### src/rtl/m_stage.sv
`default_nettype none
// ============================================================================
// Module      : m_stage
// Description : JOIN merge stage. Arbitrates two 4-phase Send/Ack inputs onto
//               one registered 4-phase Send/Ack output and tags the source.
// Revision    : 1.0 - initial release
// ============================================================================
module m_stage #(
    parameter int WIDTH = 38,
    parameter bit RR    = 1'b1
) (
    input  logic             CP,
    input  logic             MR,
    input  logic             Send_in_a,
    input  logic             Send_in_b,
    input  logic [WIDTH-1:0] PACKET_IN_a,
    input  logic [WIDTH-1:0] PACKET_IN_b,
    output logic             Ack_out_a,
    output logic             Ack_out_b,
    output logic             Send_out,
    input  logic             Ack_in,
    output logic [WIDTH-1:0] PACKET_OUT,
    output logic             SRC
);

    typedef enum logic [0:0] {
        S_IDLE = 1'b0,
        S_BUSY = 1'b1
    } state_t;

    state_t           r_state;
    logic             r_last_b;
    logic             r_ack_a;
    logic             r_ack_b;
    logic             r_send;
    logic             r_out_done;
    logic             r_src;
    logic [WIDTH-1:0] r_packet;

    logic             w_any_req;
    logic             w_grant_b;
    logic             w_send_g;
    logic             w_in_done;

    // On a tie, b wins only in round-robin mode when a held the last grant.
    always_comb begin
        w_any_req = Send_in_a | Send_in_b;
        w_grant_b = Send_in_b & (~Send_in_a | (RR & ~r_last_b));
        w_send_g  = r_src ? Send_in_b : Send_in_a;
        w_in_done = ~(r_ack_a | r_ack_b);
    end

    always_ff @(posedge CP or negedge MR) begin
        if (!MR) begin
            r_state    <= S_IDLE;
            r_last_b   <= 1'b1;
            r_ack_a    <= 1'b0;
            r_ack_b    <= 1'b0;
            r_send     <= 1'b0;
            r_out_done <= 1'b0;
            r_src      <= 1'b0;
            r_packet   <= '0;
        end else begin
            case (r_state)
                S_IDLE: begin
                    if (w_any_req) begin
                        r_packet   <= w_grant_b ? PACKET_IN_b : PACKET_IN_a;
                        r_src      <= w_grant_b;
                        r_last_b   <= w_grant_b;
                        r_ack_a    <= ~w_grant_b;
                        r_ack_b    <= w_grant_b;
                        r_send     <= 1'b1;
                        r_out_done <= 1'b0;
                        r_state    <= S_BUSY;
                    end
                end
                S_BUSY: begin
                    if (!w_send_g) begin
                        r_ack_a <= 1'b0;
                        r_ack_b <= 1'b0;
                    end
                    // Output side: Ack_in high retires Send_out, Ack_in low completes.
                    if (r_send && Ack_in) begin
                        r_send <= 1'b0;
                    end else if (!r_send && !Ack_in) begin
                        r_out_done <= 1'b1;
                    end
                    if (w_in_done && r_out_done) begin
                        r_state <= S_IDLE;
                    end
                end
                default: r_state <= S_IDLE;
            endcase
        end
    end

    assign Ack_out_a  = r_ack_a;
    assign Ack_out_b  = r_ack_b;
    assign Send_out   = r_send;
    assign PACKET_OUT = r_packet;
    assign SRC        = r_src;

endmodule
`default_nettype wire

### config.mk
export PLATFORM = sky130hd
export DESIGN_NAME = m_stage
export DESIGN_NICKNAME = d
export VERILOG_FILES = /design/src/rtl/m_stage.sv
export SDC_FILE = /design/constraint.sdc
export NUM_CORES = 1
export LEC_CHECK = 0
export ABC_CLOCK_PERIOD_IN_PS = 1400
export CORE_ASPECT_RATIO = 1.25
export CORE_UTILIZATION = 38
export CTS_CLUSTER_SIZE = 12
export DETAILED_ROUTE_END_ITERATION = 6
export PLACE_DENSITY = 0.78
export SLEW_MARGIN = 20
export SYNTH_ARGS = -nofsm -noshare
export SYNTH_HDL_FRONTEND = slang
export SYNTH_SLANG_ARGS = --single-unit
### constraint.sdc
create_clock -name CP -period 1.4 [get_ports CP]
set_input_delay 0.35 -clock CP [delete_from_list [all_inputs] [get_ports CP]]
set_output_delay 0.35 -clock CP [all_outputs]
set_load 0.005 [all_outputs]
## After elaboration in Yosys (flattened, before gate mapping)

Index checks and enable logic that the tools add are counted.

| word-level totals | value |
|---|---|
| flip-flop bits (word level) | 45 |
| bits of input ports | 81 |
| word-level logic and storage cells | 48 |

| operators by class | value |
|---|---|
| equality and inequality tests | 5 |
| mux-type cells | 17 |
| bitwise logic cells | 9 |
| reduce and logical (&&, ||, !) cells | 9 |

Operators by type and width:

| operator | count |
|---|---|
| $mux W38 | 1 |
| $mux W1 | 11 |
| $pmux W1 S2 | 5 |
| $ne A2 B2 Y1 const B | 3 |
| $reduce_and A2 Y1 | 3 |
| $not A1 Y1 | 5 |
| $ne A2 B1 Y1 const B | 2 |
| $logic_and A1 B1 Y1 | 3 |
| $or A1 B1 Y1 | 3 |
| $reduce_and A3 Y1 | 1 |
| $logic_not A1 Y1 | 2 |
| $and A1 B1 Y1 | 1 |

## Depth between registers and ports, before layout

| depth | value |
|---|---|
| word-level depth | 6 |
| gate-level depth with buffers | 6 |

## Least setup slack after synthesis

No wires, ideal clock.

| path | value |
|---|---|
| path kind | input to register |
| from | input Send_in_a |
| to | register r_packet[0] (netlist: PACKET_OUT[0]) |
| setup time | 0.122 ns |
| arrival time | 1.136 ns |
| data required time | 1.278 ns |
| slack | 0.142 ns |
| stages on the path | 6 |
| cell sequence | buf_4 o21ba_2 buf_4 buf_2 nor2_1 a21oi_1 |

| on the way | value |
|---|---|
| longest elaborated chain between the ends | 4 |

RTL lines:

| what | line | source |
|---|---|---|
| from (decl) | 14 | `input logic Send_in_a,` |
| $not A1 Y1 | 48 | `w_grant_b = Send_in_b & (~Send_in_a \| (RR & ~r_last_b));` |
| $or A1 B1 Y1 | 48 |  |
| $and A1 B1 Y1 | 48 |  |
| $mux W38 | 67 | `r_packet <= w_grant_b ? PACKET_IN_b : PACKET_IN_a;` |
| to (signal assigned) | 67 |  |
| to (decl) | 38 | `logic [WIDTH-1:0] r_packet;` |

Several ways; a longest one is shown, not always the timed one.
A chain may end at the register's enable or synchronous reset.

## Final worst setup path

| path | value |
|---|---|
| from | input Send_in_b |
| to | register r_packet[15] (netlist: PACKET_OUT[15]) |

| on the way | value |
|---|---|
| longest elaborated chain between the ends | 2 |

RTL lines:

| what | line | source |
|---|---|---|
| from (decl) | 15 | `input logic Send_in_b,` |
| $and A1 B1 Y1 or $or A1 B1 Y1 (tied branches) | 48, 47 |  |
| $mux W38 or $reduce_and A2 Y1 (tied branches) | - |  |

Several ways; a longest one is shown, not always the timed one.

==> results by group <==
Synthesis
  – Post-Syn Area per Cell: 8.60 um2
  – Seq/Total Area, Yosys: between 50% and 60%
  – Synth area leader: dfrtp_1
  – Cell count after synthesis: 244
  – Synth Net Count: ~330
  – Yosys cell types: 25
  – Synth warn: 0
  – Synth top area cells: dfrtp_1 (52%), a21oi_1 (18%), nand2_1 (7.9%)
  – Flops & latches, synth: 45
  – Post-synth top area share: around 52%
  – Synth Cell Area: about 2100 um2

STA
  – Final Max Slew Viols: 0
  – Final Hold Fails: 0
  – Hold_ws: 11.7 ps
  – Fin worst setup slack: around 38 ps
  – Final min period: ~1400 ps
  – Fmax: 0.734 GHz
  – Slew HR: 78.6%
  – Setup violators final: 0
  – Worst slew pin tran: roughly 320 ps
  – Fin crit share: between 90% and 100%
  – Layout Skew: around 7.3 ps

Global routing
  – GRT Resource Usage Total: between 20% and 30%
  – Grt total ovfl: 0
  – Global-route wire length before repair: just over 10000 um
  – Largest net degree at the start of global routing: 46
  – Initial antenna violation count: 0
  – Vias in the first global route: 2285

Finish
  – Sequential cell area: 1130 um2
  – Area growth from synthesis to layout: 73.2%
  – Cell area after layout: approximately 3600 um2
  – Number of diodes: 0
  – Area of the multi-input gates: approximately 860 um2
  – Fill cells: 417
  – Final Non-Filler Cells: between 400 and 500
  – Final nets: 458
  – Share of cells above drive strength 1: ~10%

Placed design
  – Area after DPL: 3480 um2
  – HPWL after DPL: ~4500 um
  – RD Place Congestion: between 0.8 and 0.9
  – Count of input and output buffers: around 120
  – Pre-CTS setup slack: -338 ps
  – Placed Instances: roughly 420

Clock tree
  – Clock root cell: clkbuf_8
  – CTS tree: built
  – CTS H-tree lvls: 2
  – Clock buffer depth: 2
  – Later-pin clock latency in the skew report: ~290 ps
  – TritonCTS Sinks: 45
  – Worst-path clk slew: approximately 90 ps
  – Cts bufs inserted: 5

Floorplanning
  – IO Pins: 123
  – Vert. Die Dim: 85.1 um
  – Die X: 68.5 um
  – Core Footprint: 5190 um2
  – Row Count: 29
  – Starting Density: 40.4%
  – Die footprint: about 5800 um2

Route
  – Final ANT Viol Nets: 0
  – DRT Wirelength: about 6300 um
  – Drt via density: approximately 5
  – DR WL/cell: 14.3 um
  – Vias: between 2000 and 2500
  – First DRT Iteration DRCs: 125
  – Drt first pass iters: 4
  – DRC violation count after routing: 0

Critical path
  – Slowest stage cell, crit path: clkdlybuf4s50_1
  – Critical path required time: 1600 ps
  – Worst R2R Setup Slack: ~70 ps
  – CP delay by family, top: buffers and inverters
  – Worst r2r dst: Ack_out_b
  – Critical Path Fanout Max: 19
  – Max incr delay on CP: ~500 ps
  – Buffers & Inverters on Critical Path: 3
  – Worst setup EP type: flop
  – Cell Chain, Critical Path: clkdlybuf4s50_1, buf_4, o21ba_4, buf_12, nor2_1, a21oi_1
  – Worst setup path category: input port to flop
  – Worst R2R Start: r_state
  – Reg2Reg Depth: 3
  – Crit path DAT: 1570 ps
  – Worst Setup Start Kind: input port

Min path
  – Hold crit path type: input port to asynchronous set/reset pin

Power and ir drop
  – PD cells: 1790 nW/um2
  – P_leak: approximately 1.6 nW
  – Total power: 0.00650 W
  – Maximum VDD drop: about 0.91 mV

Outcome
  – Status: finished clean

Run
  – Max-cap violation count: 0
-- cell type report --
type | instances | share of cell area (%)
multi-input combinational | 180 | 23.8
clock inverter | 2 | 1.03
sequential | 45 | 31.0
clock buffer | 6 | 2.27
tap | 62 | 2.13
timing repair buffer | 144 | 39.6
inverter | 1 | 0.103
-- what timing repair did --
| action | CTS | global route |
|---|---|---|
| setup endpoints to repair | 51 | 10 |
| hold endpoints to repair | 0 | 0 |
| hold buffers | 0 | 0 |
| resized for setup | 43 | 2 |
| buffers inserted | 10 | 0 |
-- cells by family (layout without fill, tap and decap cells) --
logic type / Yosys count / in the layout / share of synthesized area (%)
and+or+nand+nor: 92 / 92 / 17.2
AOI/OAI and AO/OA: 88 / 88 / 22.8
buffers and inverters: 19 / 153 / 6.20
DFF: 45 / 45 / 53.7
-- stage by stage --
| step | setup TNS (ps) | util, % |
|---|---|---|
| after floorplan | 0 | - |
| after global placement | -10970 | 67.1 |
| after detailed placement | -12440 | 67.1 |
| after CTS | 0 | 69.9 |
| after global routing | -0.805 | 70.0 |
| final | 0 | 70.0 |
-- worst max path at each step --
stage / from / to / slack [ps] / cells after the start
final: Send_in_b / PACKET_OUT[15] / 40 / 6
after global routing: Send_in_b / PACKET_OUT[34] / -0.8 / 6
after CTS: Send_in_b / PACKET_OUT[15] / 4 / 6
after detailed placement: Send_in_a / PACKET_OUT[15] / -340 / 5
after global placement: Send_in_a / Ack_out_b / -300 / 4
after floorplan: Send_in_a / PACKET_OUT[0] / 140 / 6
-- state kept, by name, indices dropped and copies added, names as in the netlist --
register	count
Ack_out_a	1
Send_out	1
PACKET_OUT	38
r_state	1
r_out_done	1
SRC	1
Ack_out_b	1
r_last_b	1
-- cell usage after synthesis --
| cell | instances |
|---|---|
| a21oi_1 | 76 |
| dfrtp_1 | 44 |
| nand2_1 | 44 |
| nor2_1 | 41 |
| buf_2 | 8 |
| buf_4 | 5 |
| buf_6 | 4 |
| o21ai_0 | 3 |
| a211o_1 | 2 |
| nor2b_1 | 2 |
| a21bo_2 | 1 |
| a21boi_2 | 1 |
| a31oi_1 | 1 |
| a32o_1 | 1 |
| and3_1 | 1 |
| clkbuf_1 | 1 |
| dfstp_2 | 1 |
| inv_1 | 1 |
| nand2b_1 | 1 |
| nand3_1 | 1 |
| nor3_1 | 1 |
| nor3b_1 | 1 |
| o21ba_2 | 1 |
| o21bai_2 | 1 |
| o31ai_1 | 1 |
-- cells in the final DEF (no fill, tap or decap), drive strengths merged --
cell type,synthesis,layout
a21bo,1,1
nand2b,1,1
a32o,1,1
a21boi,1,1
clkinvlp,0,1
buf,17,23
a21oi,76,76
nor2,41,41
dfrtp,44,44
clkbuf,1,6
bufinv,0,1
nand2,44,44
o21bai,1,1
dfstp,1,1
dlygate4sd2,0,43
clkdlybuf4s50,0,78
inv,1,1
o31ai,1,1
o21ba,1,1
a211o,2,2
nor3,1,1
nor3b,1,1
nor2b,2,2
o21ai,3,3
and3,1,1
nand3,1,1
a31oi,1,1
-- metal layers --
| metal | global-route usage, % | wire length, um | up-vias |
|---|---|---|---|
| met1 | 26.5 | 2420 | 1044 |
| met4 | 5.49 | 31 | 0 |
| li1 | - | - | 1082 |
| met2 | 40.1 | 3240 | 98 |
| met5 | 0 | 0 | - |
| met3 | 6.59 | 590 | 6 |
-- power breakdown --
part / switching [W] / internal, W
combinational: 0.00142 / 0.00175
clock: 0.000440 / 0.000581
sequential: 0.000350 / 0.00196
(Power assumes the default switching activity.)
